[config.mk]
export PLATFORM = sky130hd
export DESIGN_NAME = spi_write_sequencer_flat
export DESIGN_NICKNAME = d
export VERILOG_FILES = /design/src/rtl/spi_write_sequencer_if.sv /design/src/rtl/spi_write_sequencer.sv /design/src/flat_wrapper.sv
export SDC_FILE = /design/constraint.sdc
export NUM_CORES = 1
export LEC_CHECK = 0
export CAP_MARGIN = 40
export CORE_ASPECT_RATIO = 0.8
export CORE_MARGIN = 1.5
export CORE_UTILIZATION = 45
export CTS_CLUSTER_SIZE = 8
export DETAILED_ROUTE_END_ITERATION = 8
export GPL_TIMING_DRIVEN = 0
export HOLD_SLACK_MARGIN = 0.08
export PLACE_DENSITY = 0.7
export REMOVE_ABC_BUFFERS = 1
export SETUP_SLACK_MARGIN = 0.5
export SYNTH_ARGS = -nofsm -noshare
export SYNTH_HDL_FRONTEND = slang
export SYNTH_SLANG_ARGS = --single-unit
[constraint.sdc]
create_clock -name clk -period 3.5 [get_ports clk]
set_input_delay 1.05 -clock clk [delete_from_list [all_inputs] [get_ports clk]]
set_output_delay 1.05 -clock clk [all_outputs]
set_load 0.005 [all_outputs]
[src/rtl/spi_write_sequencer_if.sv]
// Register-write request channel between two on-chip requesters and the SPI write sequencer.
// The master side is the requester pair; the slave side is the sequencer.
interface spi_write_sequencer_if;
  logic       req0_valid;
  logic [6:0] req0_addr;
  logic [7:0] req0_data;
  logic       req0_ready;
  logic       req1_valid;
  logic [6:0] req1_addr;
  logic [7:0] req1_data;
  logic       req1_ready;

  modport master (
    output req0_valid, req0_addr, req0_data,
    output req1_valid, req1_addr, req1_data,
    input  req0_ready, req1_ready
  );

  modport slave (
    input  req0_valid, req0_addr, req0_data,
    input  req1_valid, req1_addr, req1_data,
    output req0_ready, req1_ready
  );
endinterface

[src/rtl/spi_write_sequencer.sv]
// Round-robin arbiter plus mode-0 SPI serializer: each accepted request becomes one
// 16-bit frame {1, addr, data}, paced slowly for a peripheral that oversamples the pins.
module spi_write_sequencer #(
  parameter int HALF_PERIOD = 50,
  parameter int CS_SETUP    = 50,
  parameter int CS_HOLD     = 50,
  parameter int IDLE_GAP    = 100
) (
  input  logic                  clk,
  input  logic                  rst_n,
  spi_write_sequencer_if.slave  req,
  output logic                  busy,
  output logic                  done,
  output logic                  done_id,
  output logic                  ncs,
  output logic                  sclk,
  output logic                  copi
);

  localparam int CNT_W = 16;
  localparam logic [CNT_W-1:0] SETUP_LD = CNT_W'(CS_SETUP - 1);
  localparam logic [CNT_W-1:0] HALF_LD  = CNT_W'(HALF_PERIOD - 1);
  localparam logic [CNT_W-1:0] HOLD_LD  = CNT_W'(CS_HOLD - 1);
  localparam logic [CNT_W-1:0] GAP_LD   = CNT_W'(IDLE_GAP - 1);

  typedef enum logic [2:0] {IDLE, SETUP, HIGH, LOW, HOLD, GAP} state_t;

  state_t           state;
  logic [CNT_W-1:0] cnt;
  logic [3:0]       bit_idx;
  logic             ptr;
  logic             cur_id;
  logic             gnt_id;
  logic             accept;
  logic [14:0]      word;

  // Pointer only matters when both requesters contend; a lone requester always wins.
  always_comb begin
    gnt_id = req.req1_valid;
    if (req.req0_valid && req.req1_valid) gnt_id = ptr;
  end

  assign accept         = rst_n && (state == IDLE) && (req.req0_valid || req.req1_valid);
  assign req.req0_ready = rst_n && (state == IDLE) && req.req0_valid && !gnt_id;
  assign req.req1_ready = rst_n && (state == IDLE) && req.req1_valid &&  gnt_id;

  // The write flag (bit 15) is constant, so only {addr, data} is stored.
  always_ff @(posedge clk) begin
    if (accept) word <= gnt_id ? {req.req1_addr, req.req1_data} : {req.req0_addr, req.req0_data};
  end

  always_ff @(posedge clk) begin
    if (!rst_n) begin
      state   <= IDLE;
      cnt     <= '0;
      bit_idx <= '0;
      ptr     <= 1'b0;
      cur_id  <= 1'b0;
      busy    <= 1'b0;
      done    <= 1'b0;
      done_id <= 1'b0;
      ncs     <= 1'b1;
      sclk    <= 1'b0;
      copi    <= 1'b0;
    end else begin
      done <= 1'b0;
      case (state)
        IDLE: begin
          if (accept) begin
            cur_id <= gnt_id;
            ptr    <= !gnt_id;
            busy   <= 1'b1;
            ncs    <= 1'b0;
            copi   <= 1'b1;
            cnt    <= SETUP_LD;
            state  <= SETUP;
          end
        end
        SETUP: begin
          if (cnt == '0) begin
            sclk    <= 1'b1;
            bit_idx <= '0;
            cnt     <= HALF_LD;
            state   <= HIGH;
          end else begin
            cnt <= cnt - 1'b1;
          end
        end
        HIGH: begin
          if (cnt == '0) begin
            sclk <= 1'b0;
            if (bit_idx == 4'd15) begin
              cnt   <= HOLD_LD;
              state <= HOLD;
            end else begin
              // Next bit is launched on the falling edge so it is stable for the whole high phase.
              copi    <= word[4'd14 - bit_idx];
              bit_idx <= bit_idx + 1'b1;
              cnt     <= HALF_LD;
              state   <= LOW;
            end
          end else begin
            cnt <= cnt - 1'b1;
          end
        end
        LOW: begin
          if (cnt == '0) begin
            sclk  <= 1'b1;
            cnt   <= HALF_LD;
            state <= HIGH;
          end else begin
            cnt <= cnt - 1'b1;
          end
        end
        HOLD: begin
          if (cnt == '0) begin
            ncs     <= 1'b1;
            done    <= 1'b1;
            done_id <= cur_id;
            cnt     <= GAP_LD;
            state   <= GAP;
          end else begin
            cnt <= cnt - 1'b1;
          end
        end
        GAP: begin
          if (cnt == '0) begin
            busy  <= 1'b0;
            state <= IDLE;
          end else begin
            cnt <= cnt - 1'b1;
          end
        end
        default: state <= IDLE;
      endcase
    end
  end

endmodule
[src/flat_wrapper.sv]
// flat-port wrapper written by rule: the top's interface ports become plain ports
module spi_write_sequencer_flat 
#(
  parameter int HALF_PERIOD = 50,
  parameter int CS_SETUP    = 50,
  parameter int CS_HOLD     = 50,
  parameter int IDLE_GAP    = 100
)
  (clk, rst_n, busy, done, done_id, ncs, sclk, copi, req_req0_valid, req_req0_addr, req_req0_data, req_req1_valid, req_req1_addr, req_req1_data, req_req0_ready, req_req1_ready);
  spi_write_sequencer_if req_i ();
  input  logic clk;
  input  logic rst_n;
  output logic busy;
  output logic done;
  output logic done_id;
  output logic ncs;
  output logic sclk;
  output logic copi;
  input wire logic [$bits(req_i.req0_valid)-1:0] req_req0_valid;
  input wire logic [$bits(req_i.req0_addr)-1:0] req_req0_addr;
  input wire logic [$bits(req_i.req0_data)-1:0] req_req0_data;
  input wire logic [$bits(req_i.req1_valid)-1:0] req_req1_valid;
  input wire logic [$bits(req_i.req1_addr)-1:0] req_req1_addr;
  input wire logic [$bits(req_i.req1_data)-1:0] req_req1_data;
  output wire logic [$bits(req_i.req0_ready)-1:0] req_req0_ready;
  output wire logic [$bits(req_i.req1_ready)-1:0] req_req1_ready;
  assign req_i.req0_valid = req_req0_valid;
  assign req_i.req0_addr = req_req0_addr;
  assign req_i.req0_data = req_req0_data;
  assign req_i.req1_valid = req_req1_valid;
  assign req_i.req1_addr = req_req1_addr;
  assign req_i.req1_data = req_req1_data;
  assign req_req0_ready = req_i.req0_ready;
  assign req_req1_ready = req_i.req1_ready;
  spi_write_sequencer #(.HALF_PERIOD(HALF_PERIOD), .CS_SETUP(CS_SETUP), .CS_HOLD(CS_HOLD), .IDLE_GAP(IDLE_GAP)) u_core (.clk(clk), .rst_n(rst_n), .req(req_i), .busy(busy), .done(done), .done_id(done_id), .ncs(ncs), .sclk(sclk), .copi(copi));
endmodule
-- Word-level counts from Yosys, hierarchy flattened
Index checks and enable logic that the tools add are counted.
- muxes and demuxes: 31
- equal/unequal tests: 14
- $add $sub $neg: 3
- magnitude comparators: 1
- reductions and logical operators: 29
- operators with widths (operator ; count):
    $mux W16 ; 4
    $pmux W16 S4 ; 1
    $mux W3 ; 6
    $logic_not A16 Y1 ; 1
    $sub A16 B1 Y16 const B ; 1
    $mux W15 ; 1
    $pmux W3 S5 ; 1
    $mux W4 ; 3
    $ne A2 B1 Y1 const B ; 6
    $reduce_and A3 Y1 ; 4
    $reduce_bool A2 Y1 ; 5
    $mux W1 ; 9
    $pmux W1 S2 ; 4
    $pmux W4 S2 ; 1
    $reduce_and A4 Y1 ; 2
    $logic_and A1 B1 Y1 ; 7
    $eq A3 B2 Y1 const B ; 2
    $eq A3 B3 Y1 const B ; 2
    $reduce_and A2 Y1 ; 3
    $lt A4 B5 Y1 const B ; 1
    $reduce_and A5 Y1 ; 1
    $add A4 B1 Y4 const B ; 1
    $bmux W1 S4 ; 1
    $eq A4 B4 Y1 const B ; 1
    9 further kinds ; 10
- logic and storage cells: 90
- bits in registers: 46
- bits of input ports: 34
- output and inout bits: 8

-- Depth between registers and ports, before layout
- depth after elaboration: 6
- gate-level depth with buffers: 10

-- Least setup slack after synthesis
No wires, ideal clock.
- path kind: in2out
- start: in req_req0_valid
- end: out req_req0_ready
- arrival time: 2.034 ns
- data required time: 2.450 ns
- buffers on the path: 1
- path slack: 0.416 ns
- cell stages on the path: 5
- cells stage by stage: inv_1 > o21ai_1 > clkbuf_1 > nand2_1 > nor2_1
- longest elaborated chain between the ends: 4
- ends and longest elaborated chain (element ; line ; source):
    from (decl) ; flat_wrapper.sv:19 ; input wire logic [$bits(req_i.req0_valid)-1:0] req_req0_valid;
    $logic_and A1 B1 Y1 ; spi_write_sequencer.sv:40 ; if (req.req0_valid && req.req1_valid) gnt_id = ptr;
    $mux W1 ; spi_write_sequencer.sv:40 ;
    $logic_not A1 Y1 ; spi_write_sequencer.sv:44 ; assign req.req0_ready = rst_n && (state == IDLE) && req.req0_valid && !gnt_id;
    $logic_and A1 B1 Y1 * ; spi_write_sequencer.sv:44 ;
    to (decl) ; flat_wrapper.sv:25 ; output wire logic [$bits(req_i.req0_ready)-1:0] req_req0_ready;
Every way passes the cells marked *; elsewhere a longest branch is shown, timed or not.

-- Worst setup path in the final report
Ends and elaborated chain as after synthesis.

==> impl_metrics.tcl <==
set metrics [dict create \
    startpoint_class_of_the_critical_path "primary input" \
    worst_ir_drop_vdd_v 0.0003103 \
    power.leakage_nw 1.088 \
    powerDensity_mw_per_mm2 762.1 \
    std_cell_rows 23 \
    worst_clock_skew_ns 0.009078 \
    final_layout_size_suffix_gt1_frac 0.1468 \
    timing.critical_path.arrival_ns 1.87 \
    cts.reportedPaths.clkPinSlew_ns 0.08 \
    timing_worst_setup_path_type "primary input to primary output" \
    tritoncts "yes" \
    synthArstFlopShare 0 \
    cts_made_buffers 5 \
    worstSkewPairLatency_ns 0.30 \
    finalInstanceArea_mm2 0.003023 \
    hold_viol 0 \
    yosysUniqueCellTypes 53 \
    fillers 456 \
    max-clock-path-buffers 2 \
    routed_wirelength_mm 5.456 \
    synth_area_per_cell_um2 9.658 \
    first_global_vias 1869 \
    post-route-period-util 0.8345 \
    finalNetCount 328 \
    critPathRequiredTime_ns 2.45 \
    placement.cell_area_mm2 0.002890 \
    cts_root_buffer "clkbuf_8" \
    grt_start_max_net_pins 25 \
    synth.cell_area_mm2 0.002444 \
    crit_path_top_delay_cell "clkdlybuf4s15_2" \
    delay_of_the_slowest_cell_on_the_worst_path_ns 0.21 \
    floorplan.initialDensity 0.4770 \
    antenna_violating_nets_post_route 0 \
    die_w_um 85.39 \
    end_kind "primary output" \
    postLayoutCoreUtil 0.5901 \
    ys_warn_count 0 \
    setup_viol 0 \
    gp_congestion 0.8222 \
    vias 2041 \
    dpl.cell_count 345 \
    violated_checks "DRC" \
    synth.yosys.seq_area_share 0.4383 \
    finalWorstPathRequiredPeriod_ns 2.921 \
    grt_overflow 0 \
    grt_first_pass_wirelength_mm 8.756 \
    antenna_found_initial 0 \
    timing.fmax_mhz 342.4 \
    post_drt_wl_per_cell_um 15.37 \
    htree_levels 2 \
    worstMarginPinSlew_ns 0.7687 \
    cts_sinks 46 \
    detailedRoute.firstPassIterationCount 6 \
    final-instance-count-excl-fill 355 \
    floorplan.core_area_mm2 0.005122 \
    final_cell_mix "clkdlybuf4s50_1, dfxtp_1, nand2_1, a21oi_1, nor2_1" \
    postCtsHoldBufs 0 \
    timing.critical_path.fanout_max 4 \
    areaGrowthSynthToFinish_pct 23.71 \
    cp_cell_sequence "clkdlybuf4s15_2 -> inv_1 -> o21ai_4 -> buf_6 -> nand2_1 -> nor2_1 -> buf_2" \
    max-slew-margin-rel 0.4821 \
    number_of_drc_violations_after_detailed_routing 1 \
    die_height_um 68.91 \
    fp.dieArea_mm2 0.005884 \
    post_synth_inst_count 253 \
    num_antenna_cells 0 \
    fin_ws_ns 0.5791 \
    floorplan.io_pins 42 \
    placement.setup.worst_slack_ns -0.7288 \
    synth_edf_count 15 \
    grt_usage 0.1954 \
    io_buffers 41 \
    ys_ff_latch 46 \
    cp.buffers_inverters 4 \
    detail_placement_hpwl_mm 3.869 \
    rsz_0062_raised_after_global_routing "false" \
    synth-main-ff-cell "dfxtp_1" \
    route.detailed.vias_per_inst 5.749 \
    setup_tns_ns 0 \
    mostFrequentLayoutCell "clkdlybuf4s50_1" \
    drv_slew 0 \
    crit_family "buffers and inverters" \
    outcome "complete, but fails checks" \
    drt-initial-drc-count 184 \
    worstHoldPathType "flop to flop" \
    max_cap_violations 0 \
]
per-stage QoR:
step	total power, mW	hold slack (ns)
after global placement	1.835	0.4491
after detailed placement	1.883	0.4535
final	2.304	0.4680
after CTS	2.281	0.4651
after floorplan	1.555	0.4369
after global routing	2.475	0.4755
per-layer routing:
| metal | share of wire | vias to the layer above | global-route usage | routed length, um |
|---|---|---|---|---|
| met1 | 0.52 | 939 | 0.2841 | 2847 |
| li1 | - | 1029 | - | - |
| met2 | 0.41 | 59 | 0.2748 | 2233 |
| met4 | 0.020 | 0 | 0.08669 | 110 |
| met3 | 0.048 | 14 | 0.04762 | 264 |
| met5 | 0 | - | 0 | 0 |
flip-flops by register name, indices dropped and copies added, names as in the netlist:
name            flops
u_core.cnt         16
u_core.word        15
u_core.bit_idx      4
u_core.state        3
u_core.busy         1
u_core.copi         1
u_core.cur_id       1
u_core.done         1
u_core.done_id      1
u_core.ncs          1
u_core.ptr          1
u_core.sclk         1
final cells by class:
cell class,count,area [um^2],area share
clock buffers,6,72.57,0.02401
inverters,6,22.52,0.007450
multi-input cells,188,1314,0.4346
clock inverters,2,33.78,0.01118
flip-flops and latches,46,1071,0.3543
well taps,62,77.57,0.02566
repair buffers,45,431.7,0.1428
synth_stat cells, types with 6 or more instances:
master / instances / area, um^2
nor3_1: 11 / 55.05
inv_1: 6 / 22.52
clkbuf_1: 8 / 30.03
nand2_1: 19 / 71.32
nand3_1: 8 / 40.04
xnor2_1: 6 / 52.55
dfxtp_1: 31 / 620.6
a21oi_1: 19 / 95.09
or3_1: 9 / 56.30
nor2_1: 17 / 63.81
mux2_2: 15 / 168.9
edfxtp_1: 15 / 450.4
o21ai_0: 11 / 55.05
power by group:
group	internal (mW)	switching, mW
combinational	0.452	0.654
clock	0.211	0.180
sequential	0.689	0.118
total	1.35	0.952
repair_timing:
item                                    in CTS  in global routing
pin swaps                                    1                  0
endpoints found under the setup margin      33                 12
resized for setup                           18                  4
buffers inserted                             2                  0
logic make-up after synthesis:
group                    synth area share
flip-flops                         0.4383
adder cells (fa/ha/maj)           0.01024
multiplexers                       0.1173
AND/OR/NAND/NOR                    0.1946
AO/OA/AOI/OAI                      0.1782
XOR/XNOR                          0.02509
buffers and inverters             0.03635
worst paths after layout:
kind	start	endpoint	slack [ns]	cells past startpoint
worst max-delay path	req_req0_valid	req_req0_ready	0.58	7
worst min-delay path	u_core.cnt[8]$_SDFFE_PN0P_	u_core.cnt[8]$_SDFFE_PN0P_	0.47	2
worst max register to register	u_core.cnt[0]$_SDFFE_PN0P_	u_core.cnt[5]$_SDFFE_PN0P_	0.76	7
worst min register to register	u_core.cnt[8]$_SDFFE_PN0P_	u_core.cnt[8]$_SDFFE_PN0P_	0.47	2
worst register-to-register path: stages, from the launching register on:
cell and delay [ns]:
dfxtp_1 0.33, inv_1 0.11, ha_1 0.19, or4b_1 0.64
or4_4 0.69, o21ai_2 0.40, o21ai_0 0.12, and3_1 0.17
Power figures use the tool's default switching activity.
